--- src/rtl/acia_rx_if.sv ---
// Bus bundle between the 6551 receive datapath and its register/status block.
// Line-side controls and the CPU read strobe come in; received word and status go out.
interface acia_rx_if;
    // Handshake: rdrf is the "word valid" flag. It stays high until the CPU
    // accepts the word with a single-cycle rd_ack pulse. rd_ack while rdrf=0
    // is harmless. rdrf drops on the cycle after an rd_ack with no word completing.
    logic       baud16_tick;
    logic       rx_en;
    logic       rxd;
    logic [1:0] wl;
    logic       par_en;
    logic [1:0] par_mode;
    logic       rd_ack;
    logic [7:0] rx_data;
    logic       rdrf;
    logic       overrun;
    logic       framing_err;
    logic       parity_err;
    logic       rx_busy;
    logic [2:0] state_dbg;

    modport master (
        output baud16_tick, rx_en, rxd, wl, par_en, par_mode, rd_ack,
        input  rx_data, rdrf, overrun, framing_err, parity_err, rx_busy, state_dbg
    );

    modport slave (
        input  baud16_tick, rx_en, rxd, wl, par_en, par_mode, rd_ack,
        output rx_data, rdrf, overrun, framing_err, parity_err, rx_busy, state_dbg
    );
endinterface

--- src/rtl/acia_rx.sv ---
// 6551 ACIA receiver: 16x-oversampled UART deserialiser producing the
// receive data register and its RDRF/overrun/framing/parity status bits.
module acia_rx #(
    parameter int SYNC_STAGES = 2,
    parameter int MID_SAMPLE  = 7
) (
    input  logic       xtli,
    input  logic       reset,
    acia_rx_if.slave   bus
);

    typedef enum logic [2:0] {
        IDLE       = 3'd0,
        START      = 3'd1,
        DATA       = 3'd2,
        PARITY     = 3'd3,
        STOP       = 3'd4,
        BREAK_WAIT = 3'd5
    } state_t;

    state_t state, state_next;

    logic [SYNC_STAGES-1:0] sync_q;
    logic                   rxd_s;

    logic [3:0] tick_cnt;
    logic [2:0] bit_cnt;
    logic [7:0] shift_q;
    logic [1:0] wl_q;
    logic       par_en_q;
    logic [1:0] par_mode_q;
    logic       par_err_q;

    logic [7:0] rx_data_q;
    logic       rdrf_q;
    logic       overrun_q;
    logic       framing_q;
    logic       parity_q;

    logic mid_tick;
    logic bit_tick;
    logic last_bit;
    logic frame_go;
    logic complete;
    logic par_bad;

    // Line is idle-high, so the synchroniser resets to 1 to avoid a phantom start bit.
    always_ff @(posedge xtli or posedge reset) begin
        if (reset) begin
            sync_q <= '1;
        end else begin
            sync_q <= {sync_q[SYNC_STAGES-2:0], bus.rxd};
        end
    end

    assign rxd_s = sync_q[SYNC_STAGES-1];

    // State register
    always_ff @(posedge xtli or posedge reset) begin
        if (reset) begin
            state <= IDLE;
        end else begin
            state <= state_next;
        end
    end

    // Next-state logic
    always_comb begin
        state_next = state;
        case (state)
            IDLE:       if (!rxd_s) state_next = START;
            START:      if (mid_tick) state_next = rxd_s ? IDLE : DATA;
            DATA:       if (bit_tick && last_bit) state_next = par_en_q ? PARITY : STOP;
            PARITY:     if (bit_tick) state_next = STOP;
            STOP:       if (bit_tick) state_next = rxd_s ? IDLE : BREAK_WAIT;
            BREAK_WAIT: if (rxd_s) state_next = IDLE;
            default:    state_next = IDLE;
        endcase
        if (!bus.rx_en) begin
            state_next = IDLE;
        end
    end

    // Output / strobe logic
    always_comb begin
        mid_tick      = bus.baud16_tick && (tick_cnt == 4'(MID_SAMPLE));
        bit_tick      = bus.baud16_tick && (tick_cnt == 4'd15);
        frame_go      = (state == START) && mid_tick && !rxd_s && bus.rx_en;
        complete      = (state == STOP) && bit_tick && bus.rx_en;
        bus.rx_busy   = (state != IDLE);
        bus.state_dbg = state;
    end

    // Word length 8/7/6/5 maps to last bit index 7/6/5/4.
    assign last_bit = (bit_cnt == (3'd7 - {1'b0, wl_q}));

    always_comb begin
        par_bad = 1'b0;
        case (par_mode_q)
            2'b00: par_bad = ((^shift_q) ^ rxd_s) != 1'b1;
            2'b01: par_bad = ((^shift_q) ^ rxd_s) != 1'b0;
            2'b10: par_bad = !rxd_s;
            2'b11: par_bad = rxd_s;
            default: par_bad = 1'b0;
        endcase
    end

    // Tick counter restarts at every state entry so each state times its own samples.
    always_ff @(posedge xtli or posedge reset) begin
        if (reset) begin
            tick_cnt <= 4'd0;
        end else if (state_next != state || state == IDLE) begin
            tick_cnt <= 4'd0;
        end else if (bus.baud16_tick) begin
            tick_cnt <= tick_cnt + 4'd1;
        end
    end

    // Frame datapath; format is captured on START->DATA so mid-frame writes cannot disturb it.
    always_ff @(posedge xtli or posedge reset) begin
        if (reset) begin
            wl_q       <= 2'd0;
            par_en_q   <= 1'b0;
            par_mode_q <= 2'd0;
            shift_q    <= 8'd0;
            bit_cnt    <= 3'd0;
            par_err_q  <= 1'b0;
        end else if (frame_go) begin
            wl_q       <= bus.wl;
            par_en_q   <= bus.par_en;
            par_mode_q <= bus.par_mode;
            shift_q    <= 8'd0;
            bit_cnt    <= 3'd0;
            par_err_q  <= 1'b0;
        end else if (state == DATA && bit_tick) begin
            shift_q[bit_cnt] <= rxd_s;
            bit_cnt          <= bit_cnt + 3'd1;
        end else if (state == PARITY && bit_tick) begin
            par_err_q <= par_bad;
        end
    end

    // Receive data register and status
    always_ff @(posedge xtli or posedge reset) begin
        if (reset) begin
            rx_data_q <= 8'd0;
            rdrf_q    <= 1'b0;
            overrun_q <= 1'b0;
            framing_q <= 1'b0;
            parity_q  <= 1'b0;
        end else if (complete) begin
            if (!rdrf_q || bus.rd_ack) begin
                rx_data_q <= shift_q;
                framing_q <= !rxd_s;
                parity_q  <= par_err_q;
                rdrf_q    <= 1'b1;
                if (bus.rd_ack) begin
                    overrun_q <= 1'b0;
                end
            end else begin
                overrun_q <= 1'b1;
            end
        end else if (bus.rd_ack) begin
            rdrf_q    <= 1'b0;
            overrun_q <= 1'b0;
        end
    end

    assign bus.rx_data     = rx_data_q;
    assign bus.rdrf        = rdrf_q;
    assign bus.overrun     = overrun_q;
    assign bus.framing_err = framing_q;
    assign bus.parity_err  = parity_q;

endmodule

--- src/flat_wrapper.sv ---
// flat-port wrapper written by rule: the top's interface ports become plain ports
module acia_rx_flat 
#(
    parameter int SYNC_STAGES = 2,
    parameter int MID_SAMPLE  = 7
)
  (xtli, reset, bus_baud16_tick, bus_rx_en, bus_rxd, bus_wl, bus_par_en, bus_par_mode, bus_rd_ack, bus_rx_data, bus_rdrf, bus_overrun, bus_framing_err, bus_parity_err, bus_rx_busy, bus_state_dbg);
  acia_rx_if bus_i ();
  input  logic xtli;
  input  logic reset;
  input wire logic [$bits(bus_i.baud16_tick)-1:0] bus_baud16_tick;
  input wire logic [$bits(bus_i.rx_en)-1:0] bus_rx_en;
  input wire logic [$bits(bus_i.rxd)-1:0] bus_rxd;
  input wire logic [$bits(bus_i.wl)-1:0] bus_wl;
  input wire logic [$bits(bus_i.par_en)-1:0] bus_par_en;
  input wire logic [$bits(bus_i.par_mode)-1:0] bus_par_mode;
  input wire logic [$bits(bus_i.rd_ack)-1:0] bus_rd_ack;
  output wire logic [$bits(bus_i.rx_data)-1:0] bus_rx_data;
  output wire logic [$bits(bus_i.rdrf)-1:0] bus_rdrf;
  output wire logic [$bits(bus_i.overrun)-1:0] bus_overrun;
  output wire logic [$bits(bus_i.framing_err)-1:0] bus_framing_err;
  output wire logic [$bits(bus_i.parity_err)-1:0] bus_parity_err;
  output wire logic [$bits(bus_i.rx_busy)-1:0] bus_rx_busy;
  output wire logic [$bits(bus_i.state_dbg)-1:0] bus_state_dbg;
  assign bus_i.baud16_tick = bus_baud16_tick;
  assign bus_i.rx_en = bus_rx_en;
  assign bus_i.rxd = bus_rxd;
  assign bus_i.wl = bus_wl;
  assign bus_i.par_en = bus_par_en;
  assign bus_i.par_mode = bus_par_mode;
  assign bus_i.rd_ack = bus_rd_ack;
  assign bus_rx_data = bus_i.rx_data;
  assign bus_rdrf = bus_i.rdrf;
  assign bus_overrun = bus_i.overrun;
  assign bus_framing_err = bus_i.framing_err;
  assign bus_parity_err = bus_i.parity_err;
  assign bus_rx_busy = bus_i.rx_busy;
  assign bus_state_dbg = bus_i.state_dbg;
  acia_rx #(.SYNC_STAGES(SYNC_STAGES), .MID_SAMPLE(MID_SAMPLE)) u_core (.xtli(xtli), .reset(reset), .bus(bus_i));
endmodule
--- config.mk ---
export PLATFORM = sky130hd
export DESIGN_NAME = acia_rx_flat
export DESIGN_NICKNAME = d
export VERILOG_FILES = /design/src/rtl/acia_rx_if.sv /design/src/rtl/acia_rx.sv /design/src/flat_wrapper.sv
export SDC_FILE = /design/constraint.sdc
export NUM_CORES = 1
export LEC_CHECK = 0
export ABC_AREA = 1
export BUFFER_PORTS_ARGS = -buffer_cell sky130_fd_sc_hd__buf_4
export CELL_PAD_IN_SITES_DETAIL_PLACEMENT = 1
export CELL_PAD_IN_SITES_GLOBAL_PLACEMENT = 1
export CORE_MARGIN = 2
export CORE_UTILIZATION = 40
export CTS_CLUSTER_SIZE = 8
export DETAILED_ROUTE_END_ITERATION = 8
export GPL_TIMING_DRIVEN = 0
export PLACE_DENSITY = 0.86
export SETUP_SLACK_MARGIN = 0.05
export SYNTH_ARGS = -nofsm -noshare
export SYNTH_HDL_FRONTEND = slang
export SYNTH_SLANG_ARGS = --single-unit
export TNS_END_PERCENT = 5
--- constraint.sdc ---
create_clock -name xtli -period 2.2 [get_ports xtli]
set_input_delay 0.33 -clock xtli [delete_from_list [all_inputs] [get_ports xtli]]
set_output_delay 0.33 -clock xtli [all_outputs]
set_load 0.05 [all_outputs]
==> flow_metrics.tcl, run 1 <==
set metrics [dict create \
    ys_ff_latch 38 \
    grt_pass1_vias 1866 \
    drive_above_1_share_pct 19.9 \
    synth_common_cells "54 x nand2_1, 41 x inv_1, 36 x dfrtp_1" \
    detail_route.first_pass.iterations 4 \
    timing.reg2reg.setup_slack_ps 250 \
    finalWirelength_um 4940 \
    critical_path.reg2reg.endpoint "u_core.shift_q[0]" \
    grt_max_degree 39 \
    hold_depth 1 \
    htree_num_levels 2 \
    floorplan.die_area_um2 5660 \
    critical_path.slowest_cell "dfrtp_1" \
    drc_errors 0 \
    floorplan.core_area_um2 4820 \
    synth-edff-count 0 \
    yosys.cell_types.count 28 \
    type_of_the_tightest_min_delay_check "in -> reg" \
    rsz_0062_raised_after_global_routing "no" \
    gp_routability_congestion 0.831 \
    crit_buf_inv 2 \
    hold_buffers 0 \
    gr-total-overflow 0 \
    tritoncts.num_buffers 5 \
    detailed_routing_wirelength_on_met1_um 2240 \
    io-pin-count 27 \
    timing.fmax_mhz 514 \
    setup.worst_path.end_class "flop" \
    top_layer "met4" \
    grt_first_pass_wirelength_um 8600 \
    wl_per_cell_um 14.0 \
    worstPathArrival_ps 2110 \
    yosys_most_used_dff "dfrtp_1" \
    globalRouteTotalUtil_pct 20.0 \
    worst_ep_required_time_ps 2370 \
    setup_violations 0 \
    design.final.nets 298 \
    holdPathEnd "u_core.sync_q[0]" \
    max-vdd-ir-drop_mv 0.343 \
    timing.critical_path.slowest_cell_delay_ps 400 \
    tightest_slew_ps 786 \
    detailroute.via_count 1768 \
    worst_skew_pair.late_latency_ps 290 \
    post_synthesis_area_per_instance_um2 8.02 \
    root_buffer "clkbuf_8" \
    max-slew-margin-rel_pct 47.5 \
    final-instance-count-excl-fill 353 \
    fin_crit_sh_pct 88.4 \
    finalCriticalPeriod_ps 1950 \
    numClockSinks 38 \
    outcome "finished clean" \
    critical_path.cell_chain "ha_1 > nand2_4 > inv_1 > nand3_1 > nor4_2 > inv_1 > o21ai_0 > o22ai_1" \
    route.detailed.vias_per_inst 5.01 \
    clock_skew_ps 3.58 \
    worstSetupPathType "reg -> reg" \
    synthDominantAreaCellType "dfrtp_1" \
    crit_family "simple AND/OR/NAND/NOR gates" \
    hold_ws_ps 134 \
    route.met2.wl_um 2500 \
    initial_core_util_pct 42.1 \
    number_of_antenna_violations_at_the_first_check_in_global_routing 0 \
    leakage_nw 1.35 \
    synthesis.nets 266 \
    critical_path_most_common_cell "inv_1" \
    area_share_of_the_largest_cell_type_after_synthesis_pct 44.4 \
    synthesis.yosys.warnings 0 \
    clock_tree_from_tritoncts "yes" \
    netlist_instances 253 \
    cts.clk_slew.worst_paths_ps 80 \
    cp.depth 8 \
    critical_path.startpoint_type "flop" \
    drt_first_iter_violations 66 \
    die-height_um 75.2 \
    placement.io_buffers 25 \
    post_cts_resize_count 0 \
    dp.cells 345 \
    cts_setup_buffers 0 \
    hold_path.startpoint "bus_rxd" \
    worst-path-max-fanout 8 \
    slew_viol_final 0 \
    ff2ff_path_depth 8 \
    met3_length_um 135 \
    core_utilization_of_the_finished_layout_pct 50.6 \
    cts_buffer_depth 2 \
    postSynth.asyncResetShare_pct 100 \
    detail-route-antenna-nets 0 \
    synth.yosys.seq_area_share_pct 47.0 \
    synthToLayoutAreaGrowth_pct 20.2 \
    antenna_cells_inserted 0 \
    post_synth_instance_area_um2 2030 \
    hpwlAfterDp_um 3590 \
    number_of_rows_in_the_core_area 25 \
    tns_ps 0 \
    maxCapViolCount 0 \
    timing.rr.start "u_core.tick_cnt[0]" \
    synthTopCellsByArea "dfrtp_1 44%, nand2_1 10%, inv_1 7.6%, o21ai_0 5.7%, nand3_1 3.7%" \
    hold_viol_final 0 \
    die_width_um 75.2 \
    cellPowerDensity_nw_per_um2 625 \
    yosys.cell_count.top_type "nand2_1" \
]
-- cell usage in the layout, fill, tap and decap left out, types with 2 or more instances in the layout --
master     Yosys  layout
xnor2_1        7       7
dfstp_2        2       2
nor3_1        12      12
dfrtp_1       36      36
nand4_1        3       3
bufinv_16      0       2
nand2_2        4       4
nand3_1       15      15
nand2_4        2       2
ha_1           2       2
o22ai_1        8       8
clkbuf_1       2       2
nand2_1       54      54
xor2_1         4       4
a21oi_1        3       3
buf_4          0      25
buf_2          3       3
inv_1         41      40
o21ai_0       23      23
nand3_2        3       3
clkbuf_8       0       5
inv_2          3       4
nor2_1        18      18
-- kinds of logic after synthesis --
group / after synthesis / share of synthesized area [%]
AOI/OAI and AO/OA: 36 / 9.62
DFF: 38 / 47.0
buffers and inverters: 50 / 9.80
adders and majority gates: 2 / 1.23
muxes: 1 / 0.493
and+or+nand+nor: 115 / 27.1
xor gates and xnor gates: 11 / 4.75
-- report_power, final --
| group | internal [mW] | leakage [nW] | switching, mW |
|---|---|---|---|
| clock | 0.454 | 0.0683 | 0.270 |
| combinational | 0.0315 | 0.829 | 0.0626 |
| sequential | 0.704 | 0.449 | 0.00259 |
-- worst reg2reg max path, stage by stage (launching register included) --
cell     delay [ps]
dfrtp_1         400
ha_1            220
nand2_4          90
inv_1            80
nand3_1         140
nor4_2          390
inv_1           210
o21ai_0         170
o22ai_1         120
-- sequential cells by signal, indices dropped and copies added, names as in the netlist --
| register | count |
|---|---|
| u_core.par_en_q | 1 |
| u_core.shift_q | 8 |
| u_core.par_mode_q | 2 |
| u_core.bus.parity_err | 1 |
| u_core.wl_q | 2 |
| u_core.bus.framing_err | 1 |
| u_core.bus.overrun | 1 |
| u_core.par_err_q | 1 |
| u_core.sync_q | 2 |
| u_core.bus.rdrf | 1 |
| u_core.bus.rx_data | 8 |
| u_core.bus.state_dbg | 3 |
| u_core.bit_cnt | 3 |
| u_core.tick_cnt | 4 |
-- routing by layer --
| layer | vias to the layer above | track usage (%) |
|---|---|---|
| met5 | - | 0 |
| met1 | 858 | 25.2 |
| li1 | 873 | - |
| met3 | 9 | 4.55 |
| met2 | 28 | 34.8 |
| met4 | 0 | 5.07 |
-- cell type report --
class,count,area (um^2)
fill,619,2380
sequential,38,953
multi-input combinational,165,877
timing repair buffer,25,188
inverter,44,165
tap,67,83.8
clock buffer,5,68.8
clock inverter,3,68.8
buffer,6,33.8
-- stage by stage --
stage	worst slack, ps	power [mW]	instance area, um^2
floorplan	428	0.781	2030
global placement	411	0.812	2300
detailed placement	337	0.815	2300
CTS	242	1.54	2440
global route	62.0	1.57	2440
finish	255	1.53	2440
-- worst max-delay path by stage --
stage	startpoint	end	slack (ps)
5_1_grt	u_core.tick_cnt[1]	u_core.shift_q[0]	60
6_report	u_core.tick_cnt[0]	u_core.shift_q[0]	250
3_5_place_dp	u_core.tick_cnt[0]	u_core.shift_q[2]	340
2_1_floorplan	u_core.bus.state_dbg[0]	u_core.tick_cnt[2]	430
3_3_place_gp	u_core.tick_cnt[0]	u_core.shift_q[2]	410
4_1_cts	u_core.tick_cnt[0]	u_core.shift_q[0]	240
Note: power is estimated with default switching activity, not from simulation.
==> inputs of run 2 (changes only) <==
--- a/config.mk
+++ b/config.mk
@@ -10,7 +10,7 @@
 export CELL_PAD_IN_SITES_DETAIL_PLACEMENT = 1
 export CELL_PAD_IN_SITES_GLOBAL_PLACEMENT = 1
 export CORE_MARGIN = 2
-export CORE_UTILIZATION = 40
+export CORE_UTILIZATION = 38
 export CTS_CLUSTER_SIZE = 8
 export DETAILED_ROUTE_END_ITERATION = 8
 export GPL_TIMING_DRIVEN = 0
==> constraint.sdc (replaced) <==
create_clock -name xtli -period 1.7 [get_ports xtli]
set_input_delay 0.255 -clock xtli [delete_from_list [all_inputs] [get_ports xtli]]
set_output_delay 0.255 -clock xtli [all_outputs]
set_load 0.05 [all_outputs]
==> run 2 against run 1 <==
Compared with the run above:
- the run now ends with setup timing left
- maximum frequency rose by 6.4%
- sequential cell count stayed put
- hold slack worse by 70 ps
- cell count up 4.0%
- largest cell class is now multi-input combinational cells
==> flow_metrics.tcl, run 2 (synthesized netlist as in run 1, its figures left out) <==
set metrics [dict create \
    finalCriticalPeriod_ps 1830 \
    detailroute.via_count 1874 \
    floorplan.core_area_um2 5140 \
    route.detailed.vias_per_inst 5.11 \
    cts.clk_slew.worst_paths_ps 70 \
    rsz_0062_raised_after_global_routing "yes" \
    crit_buf_inv 2 \
    hold_buffers 0 \
    clock_tree_from_tritoncts "yes" \
    ff_latch_area_um2 958 \
    synthToLayoutAreaGrowth_pct 33.4 \
    die_width_um 77.1 \
    antenna_cells_inserted 0 \
    detail-route-antenna-nets 0 \
    power.clock.fraction_pct 46.3 \
    grt_pass1_vias 1929 \
    setup.worst_path.end_class "flop" \
    p_seq_share_pct 45.2 \
    critical_path.startpoint_type "flop" \
    violated_checks "setup timing" \
    die-height_um 77.1 \
    critical_path.slowest_cell "dfrtp_1" \
    root_buffer "clkbuf_8" \
    slew_viol_final 0 \
    design.final.nets 309 \
    cts_buffer_depth 2 \
    floorplan.die_area_um2 5940 \
    timing.critical_path.slowest_cell_delay_ps 390 \
    hpwlAfterDp_um 3510 \
    drive_above_1_share_pct 33.7 \
    comb_power_share_pct 8.5 \
    gr-total-overflow 0 \
    power_mw 2.03 \
    worst-path-max-fanout 4 \
    leakage_nw 1.43 \
    setup_violations 4 \
    max-vdd-ir-drop_mv 0.601 \
    gp_routability_congestion 0.829 \
    worst_ep_required_time_ps 1910 \
    critical_path.cell_chain "ha_2 > nand2_4 > inv_4 > nand3_4 > inv_2 > a21oi_1 > nand2_1 > nand2_2 > nand2_1 > nand2_2 > nand3_4 > nor3_4" \
    outcome "finished with violations" \
    crit_family "simple AND/OR/NAND/NOR gates" \
    fin_crit_sh_pct 108 \
    worstPathArrival_ps 2040 \
    number_of_antenna_violations_at_the_first_check_in_global_routing 0 \
    intPower_mw 1.56 \
    power_switching_uw 470 \
    drc_errors 0 \
    initial_core_util_pct 39.5 \
    worstSetupPathType "reg -> reg" \
    mostFrequentLayoutCell "nand2_1" \
    htree_num_levels 2 \
    max-slew-margin-rel_pct 45.1 \
    timing.fmax_mhz 547 \
    area_occupied_by_multi_input_gates_um2 1040 \
    cellPowerDensity_nw_per_um2 750 \
    detail_route.first_pass.iterations 4 \
    numClockSinks 38 \
    io-pin-count 27 \
    placement.io_buffers 25 \
    worstSetupStartpoint "u_core.tick_cnt[1]" \
    layout_common_cells "47 x nand2_1, 37 x buf_4, 36 x inv_1" \
    finalWirelength_um 6150 \
    tightest_slew_ps 822 \
    maxCapViolCount 0 \
    grt_first_pass_wirelength_um 9520 \
    tritoncts.num_buffers 5 \
    worst_skew_pair.late_latency_ps 300 \
    hold_viol_final 0 \
    drt_first_iter_violations 88 \
    clock_skew_ps 9.37 \
    hold_path.startpoint "bus_rxd" \
    globalRouteTotalUtil_pct 20.5 \
    post-route-worst-setup-slack_ps -129 \
    type_of_the_tightest_min_delay_check "in -> reg" \
    number_of_rows_in_the_core_area 26 \
    final_cell_area_um2 2710 \
    wl_per_cell_um 16.8 \
    timing.rr.start "u_core.tick_cnt[1]" \
    switching_share_pct 23.2 \
    grt_max_degree 39 \
    post_dp_cell_area_um2 2310 \
    filler_cell_count 631 \
]
==> run 2: cell types whose count changed in the layout (fill, tap and decap cells not counted), moves of 4 or more <==
cell | previous run | this run
inv_1 | 40 | 36
nand2_1 | 54 | 47
nand3_1 | 15 | 11
nor3_1 | 12 | 8
buf_4 | 25 | 37
nor2_1 | 18 | 11
dfrtp_2 | 0 | 4
nor2_2 | 1 | 5
dfrtp_1 | 36 | 32
nand2_2 | 4 | 9
==> run 2: stage by stage <==
stage | util (%) | setup WS [ps] | setup TNS (ps) | instances | hold slack [ps]
after detailed placement | 44.9 | -183 | -1820 | 348 | 348
after CTS | 50.7 | -20.5 | -20.5 | 363 | 61.5
after global placement | 44.9 | -106 | -1170 | 348 | 345
after global routing | 52.7 | -234 | -2140 | 367 | 50.9
final | 52.7 | -129 | -483 | 367 | 64.5
after floorplan | - | 53.8 | 0 | 253 | 259
==> run 2: worst paths after layout <==
kind | end | slack, ps | cells past startpoint
worst max register to register | u_core.tick_cnt[0] | -130 | 12
min in group asynchronous | u_core.bus.state_dbg[0] | 110 | 2
worst min register to register | u_core.sync_q[1] | 360 | 0
max in group asynchronous | u_core.bus.state_dbg[1] | 1010 | 2
worst min-delay path | u_core.sync_q[0] | 60 | 1
worst max-delay path | u_core.tick_cnt[0] | -130 | 12
==> run 2: layer usage <==
metal,track usage (%),vias to the layer above,wire length [um]
li1,-,892,-
met2,36.4,34,3200
met4,5.89,0,112
met5,0,-,0
met3,3.65,11,213
met1,25.4,937,2630
==> run 2: cell type report <==
cell class / instances / area share [%]
multi-input combinational: 165 / 38.3
sequential: 38 / 35.4
timing repair buffer: 37 / 10.3
inverter: 44 / 6.28
tap: 70 / 3.23
clock buffer: 5 / 2.54
clock inverter: 3 / 2.54
buffer: 5 / 1.43
==> run 2: power by group through the flow <==
stage	clock, mW	combinational (mW)	sequential, mW
5_1_grt	0.992	0.185	0.919
4_1_cts	0.951	0.152	0.916
6_report	0.942	0.172	0.918
3_5_place_dp	0	0.122	0.933
2_1_floorplan	0	0.0719	0.939
3_3_place_gp	0	0.119	0.932
==> run 2: timing repair <==
action / in CTS / in global routing
buffers inserted: 8 / 4
resized for setup: 26 / 23
endpoints found under the setup margin: 18 / 27
pin swaps: 9 / 10
